File: config.mk
export PLATFORM = sky130hd
export DESIGN_NAME = fetch_unit
export DESIGN_NICKNAME = d
export VERILOG_FILES = /design/src/rtl/fetch_unit.sv
export SDC_FILE = /design/constraint.sdc
export NUM_CORES = 1
export LEC_CHECK = 0
export CAP_MARGIN = 10
export CORE_MARGIN = 3
export CORE_UTILIZATION = 40
export DETAILED_ROUTE_END_ITERATION = 10
export PLACE_DENSITY_LB_ADDON = 0.05
export SETUP_SLACK_MARGIN = 0.2
export SYNTH_ARGS = -nofsm -noshare
export SYNTH_HDL_FRONTEND = slang
export SYNTH_SLANG_ARGS = --single-unit
File: constraint.sdc
create_clock -name clk_i -period 4.1 [get_ports clk_i]
set_input_delay 0.82 -clock clk_i [delete_from_list [all_inputs] [get_ports clk_i]]
set_output_delay 0.82 -clock clk_i [all_outputs]
set_load 0.02 [all_outputs]
File: src/rtl/fetch_unit.sv
// Instruction-fetch stage: owns the PC, reads instruction memory and fills
// the IF/ID register, honouring stall, redirects and the end-of-memory halt.
module fetch_unit #(
  parameter logic [31:0] RESET_PC  = 32'h0000_0000,
  parameter int unsigned MEM_WORDS = 32
) (
  input  logic        clk_i,
  input  logic        rst_i,
  input  logic        stall_i,
  input  logic        branch_taken_i,
  input  logic [31:0] branch_target_i,
  input  logic        jump_i,
  input  logic [31:0] jump_target_i,
  input  logic [31:0] instr_i,
  output logic [31:0] pc_addr_o,
  output logic [31:0] if_id_instr_o,
  output logic [31:0] if_id_pc4_o,
  output logic        if_id_valid_o,
  output logic        halted_o,
  output logic        align_err_o,
  output logic [31:0] fetch_count_o
);

  typedef enum logic [1:0] {
    IDLE = 2'd0,
    RUN  = 2'd1,
    HALT = 2'd2
  } state_t;

  typedef struct packed {
    logic [31:0] instr;
    logic [31:0] pc4;
    logic        valid;
  } if_id_t;

  // 33 bits so the limit and pc+4 never overflow in the compare
  localparam logic [32:0] LIMIT = 33'(MEM_WORDS) * 33'd4;

  state_t      state_q, state_d;
  logic [31:0] pc_q, pc_d;
  if_id_t      ifid_q, ifid_d;
  logic [31:0] cnt_q, cnt_d;
  logic        aerr_q, aerr_d;

  logic        redir;
  logic [31:0] tgt;
  logic [31:0] tgt_al;
  logic        tgt_in;
  logic [32:0] seq_pc;
  logic        seq_end;

  assign redir   = branch_taken_i | jump_i;
  assign tgt     = branch_taken_i ? branch_target_i : jump_target_i;
  assign tgt_al  = tgt & ~32'h3;
  assign tgt_in  = {1'b0, tgt_al} < LIMIT;
  assign seq_pc  = {1'b0, pc_q} + 33'd4;
  assign seq_end = seq_pc >= LIMIT;

  always_comb begin
    state_d = state_q;
    pc_d    = pc_q;
    ifid_d  = ifid_q;
    cnt_d   = cnt_q;
    aerr_d  = aerr_q;
    if (redir) begin
      pc_d   = tgt_al;
      ifid_d = '0;
      if (tgt[1:0] != 2'b00) aerr_d = 1'b1;
      state_d = tgt_in ? RUN : HALT;
    end else begin
      unique case (state_q)
        IDLE: begin
          state_d      = RUN;
          ifid_d.valid = 1'b0;
        end
        RUN: begin
          if (!stall_i) begin
            ifid_d.instr = instr_i;
            ifid_d.pc4   = seq_pc[31:0];
            ifid_d.valid = 1'b1;
            cnt_d        = cnt_q + 32'd1;
            // last in-range word is captured, PC parks on it
            if (seq_end) state_d = HALT;
            else         pc_d    = seq_pc[31:0];
          end
        end
        HALT: begin
          ifid_d.valid = 1'b0;
        end
        default: state_d = IDLE;
      endcase
    end
  end

  always_ff @(posedge clk_i) begin
    if (!rst_i) begin
      state_q <= IDLE;
      pc_q    <= RESET_PC;
      ifid_q  <= '0;
      cnt_q   <= '0;
      aerr_q  <= 1'b0;
    end else begin
      state_q <= state_d;
      pc_q    <= pc_d;
      ifid_q  <= ifid_d;
      cnt_q   <= cnt_d;
      aerr_q  <= aerr_d;
    end
  end

  assign pc_addr_o     = pc_q;
  assign if_id_instr_o = ifid_q.instr;
  assign if_id_pc4_o   = ifid_q.pc4;
  assign if_id_valid_o = ifid_q.valid;
  assign halted_o      = (state_q == HALT);
  assign align_err_o   = aerr_q;
  assign fetch_count_o = cnt_q;

endmodule

==> metrics.cfg <==
[outcome]
status=finished clean

[global_route]
grt_max_degree=87
grtUsageTotal=0.233
antenna_found_initial=0
first_global_vias=6128
grt_overflow=0
grt_pass1_wl_um=33400

[sta]
rsz0062_at_grt=no
setup_tns_ns=0
finalSetupViolCount=0
worst_pin_slew_ns=0.901
skew_ns=0.00817
hold_viol=0
setup_ws_ns=0.600
finalCriticalPeriod_ns=3.50
fmax_ghz=0.286
drv_slew=0
whs_ns=0.451
max_slew_margin=0.400
min_period_over_period=0.854

[power_and_ir_drop]
power_density_mw_per_mm2=355
p_leak_nw=3.24
total_power_mw=3.43
vdd_drop_max_mv=0.285

[die]
die_x_um=135
row_count=46
io_pins=232
die_h_um=135
core_area_mm2=0.0161
dieArea_mm2=0.0181
initial_core_util=0.412

[finish]
nets=1109
fin_cells=1235
layout_common_cells=clkdlybuf4s50_1 (226), dfxtp_1 (128), nand2_1 (121)
diodes=0
fillers=1473
final_common_cell=clkdlybuf4s50_1
drive_gt1_frac=0.0697
area_growth_pct=45.9

[placed_design]
gp_congestion=0.901
io_buffers=227
dpl_worst_slack_ns=0.428
place_inst=1203
dpl.hpwl_um=15800

[drt]
drtIter0Drc=350
viasPerCell=5.22
wire_per_inst_um=17.1
postRouteAntennaNets=0
via_count=6448
dr.pass1.iters=6
drcViolationCount=0
drt_wl_total_um=21200

[logic_synthesis]
ys_types=73
synthCells=806
yosys_warnings=0
synthFlopType=dfxtp_1
synth_seq_area_share=0.387
ys_seq_elements=128
synth_edf_count=0
async_reset_ff_frac=0
synth_area_per_cell_um2=8.21
synth_area_mm2=0.00662

[setup_path]
setup.worst_path.end_class=flop
worstPathMaxFanout=23
critPathLaunchType=flop
critical_path_arrival_ns=3.81
r2r_cells=8
worst-setup-path-type=reg2reg
critPathRequiredTime_ns=4.41

[cts]
clock_latency_ns=0.41
cts_setup_buffers=0
clock_path_buffers=2
root_buffer=clkbuf_16
cts_hold_buffers=0
cts_buffers=17
cts_tree=yes
cts_sinks=128
post_cts_resized=0
h-tree-depth=4
path_clk_slew_ns=0.06

[hold_path]
worstHoldPathCells=2
hp-class=reg2reg

[flow_run]
maxCapViolCount=0

report_power, final:
part	internal, mW	leakage, nW	switching (mW)	total [mW]
Combinational	0.222	1.88	0.211	0.433
Clock	1.10	0.318	0.567	1.67
Sequential	1.27	1.04	0.0614	1.33
Total	2.59	3.24	0.839	3.43
logic make-up after synthesis:
| kind of cell | count (synthesis) | share of synthesized area |
|---|---|---|
| AND/OR/NAND/NOR | 367 | 0.282 |
| flip-flops | 128 | 0.387 |
| AO/OA/AOI/OAI | 152 | 0.160 |
| buffers and inverters | 72 | 0.0471 |
| adder cells (fa/ha/maj) | 2 | 0.00378 |
| XOR/XNOR | 51 | 0.0675 |
| multiplexers | 33 | 0.0525 |
| other | 1 | 0.000566 |
critical path, cell delays in order (launching register included):
cell and delay [ns]:
dfxtp_1 0.55, ha_1 0.30, nand3_1 0.23, nor2_1 0.37
nand4_1 0.18, a22o_1 0.29, nor4b_2 0.63, a31oi_4 0.44
a32o_1 0.40
through the flow:
stage | area (um2) | util
2_1_floorplan | 6630 | -
3_3_place_gp | 9010 | 0.561
3_5_place_dp | 9010 | 0.561
4_1_cts | 9660 | 0.602
5_1_grt | 9660 | 0.602
6_report | 9660 | 0.602
per-layer routing:
layer  wire length, um  vias to the layer above  share of wire  track usage
met3              1190                       39          0.056       0.0473
li1                  -                     3261              -            -
met1              9120                     2952           0.43        0.295
met4               638                        0          0.030       0.0967
met5                 0                        -              0            0
met2             10200                      196           0.48        0.388
sequential cells by signal, indices dropped and copies added, names as in the netlist:
register       cells
fetch_count_o     32
if_id_instr_o     32
if_id_pc4_o       30
pc_addr_o         30
state_q            2
align_err_o        1
if_id_valid_o      1
area by class of cell:
class | count | area, um2 | area share
timing repair buffer | 239 | 2370 | 0.245
multi-input combinational | 609 | 3770 | 0.390
tap | 216 | 270 | 0.0280
inverter | 11 | 41.3 | 0.00427
sequential | 128 | 2560 | 0.265
clock inverter | 13 | 208 | 0.0215
clock buffer | 19 | 443 | 0.0458
cells in the mapped netlist (all sizes together) (21+ instances only):
library cell,instances,area (um2)
nand3,30,155
a21oi,41,205
nor3,24,120
and2,30,188
nor2,69,259
o21ai,22,110
nand4,21,153
a211oi,27,203
xnor2,35,307
clkbuf,44,166
nand2,122,458
dfxtp,128,2560
worst paths after layout:
kind / end / slack [ns] / from
worst min register to register: if_id_instr_o[13]$_SDFFE_PP0P_ / 0.45 / if_id_instr_o[13]$_SDFFE_PP0P_
worst min-delay path: if_id_instr_o[13]$_SDFFE_PP0P_ / 0.45 / if_id_instr_o[13]$_SDFFE_PP0P_
worst max register to register: pc_addr_o[14]$_SDFFE_PN0P_ / 0.60 / pc_addr_o[2]$_SDFFE_PN0P_
worst max-delay path: pc_addr_o[14]$_SDFFE_PN0P_ / 0.60 / pc_addr_o[2]$_SDFFE_PN0P_
Power figures use the tool's default switching activity.
